### src/rtl/rtc_bus_sequencer.sv
// RTC bus sequencer: drives one multiplexed address/data bus cycle
// (address phase, gap, data phase) with T_PHASE cycles per phase.
module rtc_bus_sequencer #(
  parameter int unsigned T_PHASE = 4
) (
  input  logic       clk,
  input  logic       reset_n,
  input  logic       start,
  input  logic       rw,
  input  logic [7:0] addr,
  input  logic [7:0] wdata,
  input  logic [7:0] bus_in,
  output logic [7:0] bus_out,
  output logic       bus_oe,
  output logic [7:0] rdata,
  output logic       cs,
  output logic       rd,
  output logic       wr,
  output logic       ad,
  output logic       enable,
  output logic       busy,
  output logic       done
);

  typedef enum logic [3:0] {
    IDLE, A_SETUP, A_STROBE, A_HOLD, GAP,
    D_SETUP, D_STROBE, D_HOLD, DONE
  } state_e;

  localparam logic [7:0] LAST = 8'(T_PHASE - 1);

  state_e     state_q, state_d;
  logic [7:0] cnt_q, cnt_d;
  logic [7:0] addr_q, wdata_q, rdata_q;
  logic       rw_q;
  logic       phase_end;

  assign phase_end = (cnt_q == LAST);

  always_comb begin
    state_d = state_q;
    unique case (state_q)
      IDLE:     if (start) state_d = A_SETUP;
      A_SETUP:  if (phase_end) state_d = A_STROBE;
      A_STROBE: if (phase_end) state_d = A_HOLD;
      A_HOLD:   if (phase_end) state_d = GAP;
      GAP:      if (phase_end) state_d = D_SETUP;
      D_SETUP:  if (phase_end) state_d = D_STROBE;
      D_STROBE: if (phase_end) state_d = D_HOLD;
      D_HOLD:   if (phase_end) state_d = DONE;
      DONE:     state_d = IDLE;
      default:  state_d = IDLE;
    endcase
  end

  // Counter restarts on every state change so each phase is exactly T_PHASE.
  always_comb begin
    cnt_d = cnt_q + 8'd1;
    if (state_d != state_q || state_q == IDLE)
      cnt_d = '0;
  end

  always_ff @(posedge clk or negedge reset_n) begin
    if (!reset_n) begin
      state_q <= IDLE;
      cnt_q   <= '0;
      addr_q  <= '0;
      wdata_q <= '0;
      rw_q    <= 1'b0;
      rdata_q <= '0;
    end else begin
      state_q <= state_d;
      cnt_q   <= cnt_d;
      if (state_q == IDLE && start) begin
        addr_q  <= addr;
        wdata_q <= wdata;
        rw_q    <= rw;
      end
      if (state_q == D_STROBE && phase_end && rw_q)
        rdata_q <= bus_in;
    end
  end

  always_comb begin
    cs      = 1'b1;
    rd      = 1'b1;
    wr      = 1'b1;
    ad      = 1'b1;
    bus_oe  = 1'b0;
    bus_out = '0;
    enable  = 1'b0;
    busy    = (state_q != IDLE);
    done    = (state_q == DONE);
    unique case (1'b1)
      (state_q == A_SETUP),
      (state_q == A_HOLD),
      (state_q == A_STROBE): begin
        cs      = 1'b0;
        ad      = 1'b0;
        wr      = (state_q != A_STROBE);
        bus_oe  = 1'b1;
        bus_out = addr_q;
        enable  = 1'b1;
      end
      (state_q == GAP): enable = 1'b1;
      (state_q == D_SETUP),
      (state_q == D_HOLD),
      (state_q == D_STROBE): begin
        cs      = 1'b0;
        enable  = 1'b1;
        bus_oe  = !rw_q;
        bus_out = rw_q ? 8'h00 : wdata_q;
        if (state_q == D_STROBE) begin
          rd = !rw_q;
          wr = rw_q;
        end
      end
      default: ;
    endcase
  end

  assign rdata = rdata_q;

endmodule
### config.mk
export PLATFORM = sky130hd
export DESIGN_NAME = rtc_bus_sequencer
export DESIGN_NICKNAME = d
export VERILOG_FILES = /design/src/rtl/rtc_bus_sequencer.sv
export SDC_FILE = /design/constraint.sdc
export NUM_CORES = 1
export LEC_CHECK = 0
export BUFFER_PORTS_ARGS = -buffer_cell sky130_fd_sc_hd__buf_2
export CAP_MARGIN = 0
export CORE_MARGIN = 3
export CORE_UTILIZATION = 51
export CTS_CLUSTER_DIAMETER = 100
export DETAILED_ROUTE_END_ITERATION = 16
export GPL_TIMING_DRIVEN = 1
export PLACE_DENSITY = 0.77
export REMOVE_ABC_BUFFERS = 1
export SLEW_MARGIN = 20
export SYNTH_ARGS = -nofsm -noshare
export SYNTH_HDL_FRONTEND = slang
export SYNTH_SLANG_ARGS = --single-unit
### constraint.sdc
create_clock -name clk -period 2.5 [get_ports clk]
set_input_delay 0.375 -clock clk [delete_from_list [all_inputs] [get_ports clk]]
set_output_delay 0.375 -clock clk [all_outputs]
set_load 0.01 [all_outputs]
Word level (Yosys, flattened, before mapping)
Cells that the tools add are included.
{"block": "classes", "addsub": 1, "eq_ne": 11, "n_mux": 20, "reduce_logical": 11}
{"cell": "$mux W4", "n": 8}
{"cell": "$pmux W4 S8", "n": 1}
{"cell": "$eq A4 B3 Y1 const B", "n": 4}
{"cell": "$mux W8", "n": 2}
{"cell": "$pmux W8 S2", "n": 1}
{"cell": "$add A8 B1 Y8 const B", "n": 1}
{"cell": "$eq A4 B2 Y1 const B", "n": 2}
{"cell": "$eq A8 B2 Y1 const B", "n": 1}
{"cell": "$reduce_or A7 Y1", "n": 1}
{"cell": "$mux W1", "n": 6}
{"cell": "$reduce_or A3 Y1", "n": 2}
{"cell": "$reduce_or A6 Y1", "n": 1}
{"cell": "$eq A4 B1 Y1 const B", "n": 1}
{"cell": "$eq A4 B4 Y1 const B", "n": 1}
{"cell": "$logic_not A4 Y1", "n": 1}
{"cell": "$ne A4 B2 Y1 const B", "n": 1}
{"cell": "$ne A4 B4 Y1", "n": 1}
{"cell": "$pmux W1 S2", "n": 2}
{"cell": "$reduce_bool A4 Y1", "n": 1}
{"cell": "$logic_and A1 B1 Y1", "n": 3}
{"cell": "$logic_not A1 Y1", "n": 1}
{"cell": "$logic_or A1 B1 Y1", "n": 1}
{"block": "totals", "register_bits": 37, "in_bits": 28, "out_inout_bits": 24, "wordCells": 49}

Depth between registers and ports, before layout
{"block": "logic_depth", "ltp_word": 6, "ltp_mapped": 5, "mapped_depth_nobuf": 4}

Worst setup path after synthesis
Ideal clock, no wire load.
{"block": "synth_timing", "path_kind": "reg2reg", "startpoint": "reg cnt_q[0]", "endpoint": "reg state_q[2]", "setup_ns": 0.078, "t_arrival_ns": 1.660, "required_ns": 2.422, "setup_slack_ns": 0.762, "stages_incl_launch_ff": 5, "n_path_buf": 0, "synth_period_minus_slack_ns": 1.738, "cell_sequence": "dfrtp_1 > ha_1 > or4b_4 > or4_1 > a21oi_1"}
{"block": "synth_via", "elab_chain_cells": 3, "word_cells_on_any_way": 9, "cone_classes": "eq/ne (1); mux (8)"}
{"item": "start: declaration", "line": "33", "rtl": "logic [7:0] cnt_q, cnt_d;"}
{"item": "start signal: assignment", "line": "73", "rtl": "cnt_q <= cnt_d;"}
{"item": "$eq A8 B2 Y1 *", "line": "38", "rtl": "assign phase_end = (cnt_q == LAST);"}
{"item": "$mux W4, or another cell as far along", "line": "50", "rtl": "D_HOLD: if (phase_end) state_d = DONE;"}
{"item": "$pmux W4 S8 *", "line": "42", "rtl": "unique case (state_q)"}
{"item": "named net state_d[2]", "line": "32", "rtl": "state_e state_q, state_d;"}
{"item": "end signal: assignment", "line": "72", "rtl": "state_q <= state_d;"}
{"item": "end: declaration", "line": "32"}
Mark *: on every way through the listed nets, which the timed path passes. The rest lies on a longest branch.
A chain may end at the register's enable or synchronous reset.

Worst setup path after layout
{"block": "layout_timing", "startpoint": "reg state_q[1]", "endpoint": "out ad"}
{"block": "layout_via", "elab_chain_cells": 3, "word_cells_on_any_way": 5, "cone_classes": "eq/ne (3); mux (1); reduce/logical (1)"}
{"item": "$eq A4 B1 Y1, or another cell as far along", "line": "95", "rtl": "(state_q == A_SETUP),"}
{"item": "$reduce_or A3 Y1 *", "line": "94", "rtl": "unique case (1'b1)"}
{"item": "$mux W1 *", "line": "94"}
{"item": "end: declaration", "line": "19", "rtl": "output logic ad,"}
Mark *: on every way between the ends. The rest lies on a longest branch, timed or not.

==> impl_metrics.env <==
export IMPL_status="completed"
export IMPL_track_usage_pct=19.2
export IMPL_antennaDiodeCount=0
export IMPL_cts_hold_buffers=0
export IMPL_cts_buffers=5
export IMPL_dp_hpwl_um=2750
export IMPL_synth_ff_type="dfrtp_1"
export IMPL_r2r_end="rdata[7]"
export IMPL_fin_worst_skew_ps=11.4
export IMPL_path_buf_inv=1
export IMPL_dp_slack_ps=572
export IMPL_area_growth_pct=19.1
export IMPL_synth_seq_area_share_pct=53.2
export IMPL_relSlewSlack_pct=45.6
export IMPL_htree_levels=2
export IMPL_rrSetupSlack_ps=560
export IMPL_pwr_share_clk_pct=12.0
export IMPL_cpMaxStageDelayCell="o21bai_1"
export IMPL_switching_share_pct=38.6
export IMPL_cts_setup_buffers=0
export IMPL_die_area_mm2=0.00415
export IMPL_worstReg2RegStart="cnt_q[0]"
export IMPL_start_util_pct=55.2
export IMPL_clockBufferDepth=2
export IMPL_p_switching_uw=884
export IMPL_synth_distinct_cells=31
export IMPL_synth_common_cells="dfrtp_1 (37), mux2_2 (25), nor2_1 (15), a21oi_1 (14), nor2b_1 (9)"
export IMPL_pwr_share_comb_pct=43.9
export IMPL_postLayoutSetupSlackWorst_ps=276
export IMPL_synth_top_cell_area_share_pct=53.2
export IMPL_wl_met2_um=1750
export IMPL_pwr_share_seq_pct=44.1
export IMPL_vias=1340
export IMPL_cts_tree="done"
export IMPL_path_max_fanout=11
export IMPL_hold_viol_final=0
export IMPL_synth_top_cells_by_area="dfrtp_1 (53%), mux2_2 (16%), a21oi_1 (4.0%)"
export IMPL_ant_nets=0
export IMPL_yosysWarnings=0
export IMPL_yosys_area_top_type="dfrtp_1"
export IMPL_first_iter_violations=35
export IMPL_synth_cells=156
export IMPL_drv_cap=0
export IMPL_tns_ps=0
export IMPL_maxSlewViolCount=0
export IMPL_path_cells="o21bai_1 -> or2_2 -> buf_2"
export IMPL_layout_cells_non_filler=250
export IMPL_cpLargestDelayFamily="compound AO/OA/AOI/OAI gates"
export IMPL_period_share_pct=89.0
export IMPL_max_stage_delay_ps=690
export IMPL_drive_above_1_share_pct=43.2
export IMPL_worstPathRequired_ps=2120
export IMPL_p_leak_uw=0.000994
export IMPL_setup_viol=0
export IMPL_nFillCells=261
export IMPL_portBuffers=51
export IMPL_nets=236
export IMPL_gp_congestion=0.791
export IMPL_intPower_uw=1410
export IMPL_coreArea_mm2=0.00315
export IMPL_placed_cells=244
export IMPL_hold_path_class="in2async"
export IMPL_crit_type="reg2out"
export IMPL_clock_fmax_ghz=0.450
export IMPL_synth_edff_count=0
export IMPL_io_pins=52
export IMPL_dr_pass1_iters=4
export IMPL_routedWlPerCell_um=14.6
export IMPL_tightestPinTransition_ps=814
export IMPL_path_depth=3
export IMPL_cts_root_buf="clkbuf_4"
export IMPL_dr_wl_met3_um=311
export IMPL_via_per_inst=5.36
export IMPL_grt_antenna_before_repair=0
export IMPL_wl_met1_um=1520
export IMPL_min_period_ps=2220
export IMPL_vdd_ir_drop_max_v=0.000543
export IMPL_async_flop_share_pct=100
export IMPL_grt_pass1_vias=1398
export IMPL_avgSynthCellArea_um2=11.1
export IMPL_wirelength_um=3640
export IMPL_crit_arrival_ps=1850
export IMPL_cts_resized=0
export IMPL_drc=0
export IMPL_grt_max_degree=38
export IMPL_fp_dieH_um=64.4
export IMPL_grt_overflow=0
export IMPL_critPathLaunchType="flip-flop"
export IMPL_cts_num_sinks=37
export IMPL_highest_signal_layer="met4"
export IMPL_synth_most_common_cell="dfrtp_1"
export IMPL_cp_end_kind="output pin"
export IMPL_rsz0062_at_grt="no"
export IMPL_syn_cell_area_mm2=0.00174
export IMPL_path_clk_slew_ps=110
export IMPL_fp_dieW_um=64.4
export IMPL_grt_pass1_wl_um=6010
export IMPL_reg2reg_depth=4
export IMPL_clk_latency_ps=340
export IMPL_ys_seq_elements=37
export IMPL_powerDensity_mw_per_mm2=1110
export IMPL_fp_row_count=20
## layout make-up
| class | instances | area [um^2] | area share [%] |
|---|---|---|---|
| clock buffers | 5 | 37.5 | 1.81 |
| flip-flops and latches | 37 | 926 | 44.7 |
| multi-input cells | 107 | 766 | 37.0 |
| inverters | 3 | 11.3 | 0.544 |
| clock inverters | 1 | 5.00 | 0.242 |
| well taps | 44 | 55.1 | 2.66 |
| repair buffers | 53 | 270 | 13.1 |
## worst max-delay path by stage
stage | endpoint | slack (ps) | start
2_1_floorplan | state_q[2] | 760 | cnt_q[0]
3_3_place_gp | rdata[3] | 680 | cnt_q[0]
3_5_place_dp | rdata[7] | 570 | cnt_q[0]
4_1_cts | ad | 290 | state_q[1]
5_1_grt | ad | 120 | state_q[1]
6_report | ad | 280 | state_q[1]
## logic make-up after synthesis
kind of cell               Yosys count  synth area share [%]
buffers and inverters               12                  2.73
AOI/OAI and AO/OA                   23                  7.63
adders and majority gates            1                 0.719
muxes                               25                  16.2
and+or+nand+nor                     55                  18.0
DFF                                 37                  53.2
xor gates and xnor gates             3                  1.51
## stage by stage
stage	area [um^2]	util (%)	hold slack (ps)	total power, uW
floorplan	1700	-	79.4	1660
global placement	2030	64.3	480	1970
detailed placement	2030	64.3	489	2030
CTS	2070	65.7	140	2300
global route	2070	65.7	168	2480
finish	2070	65.7	114	2290
## power groups by stage
stage,logic [uW],registers (uW),clock network [uW]
after floorplan,659,1010,0
after global placement,972,998,0
after detailed placement,1020,1020,0
after CTS,1020,1010,282
after global routing,1120,1040,314
final,1010,1010,275
## flip-flops by register name, summed over array words and instances, names as in the netlist
name,flops
rdata,8
state_q,4
rw_q,1
addr_q,8
wdata_q,8
cnt_q,8
## layout by cell type (no fill, tap or decap), drive strengths merged, types with 2 or more instances in the layout
cell | netlist | routed
buf | 2 | 53
or4b | 2 | 2
or3 | 3 | 3
nand2 | 6 | 6
nand4 | 2 | 2
dfrtp | 37 | 37
nor3 | 4 | 4
xor2 | 2 | 2
a21oi | 14 | 14
clkbuf | 7 | 5
nand3 | 6 | 6
nor4b | 2 | 2
o21ai | 4 | 4
nor2b | 9 | 9
inv | 3 | 3
or2 | 2 | 2
mux2 | 25 | 25
nor2 | 15 | 15
## routing by layer
layer,global-route usage (%),vias up
met4,8.44,0
met1,22.6,638
met3,6.68,6
li1,-,646
met2,31.7,50
met5,0,-
(Power assumes the default switching activity.)
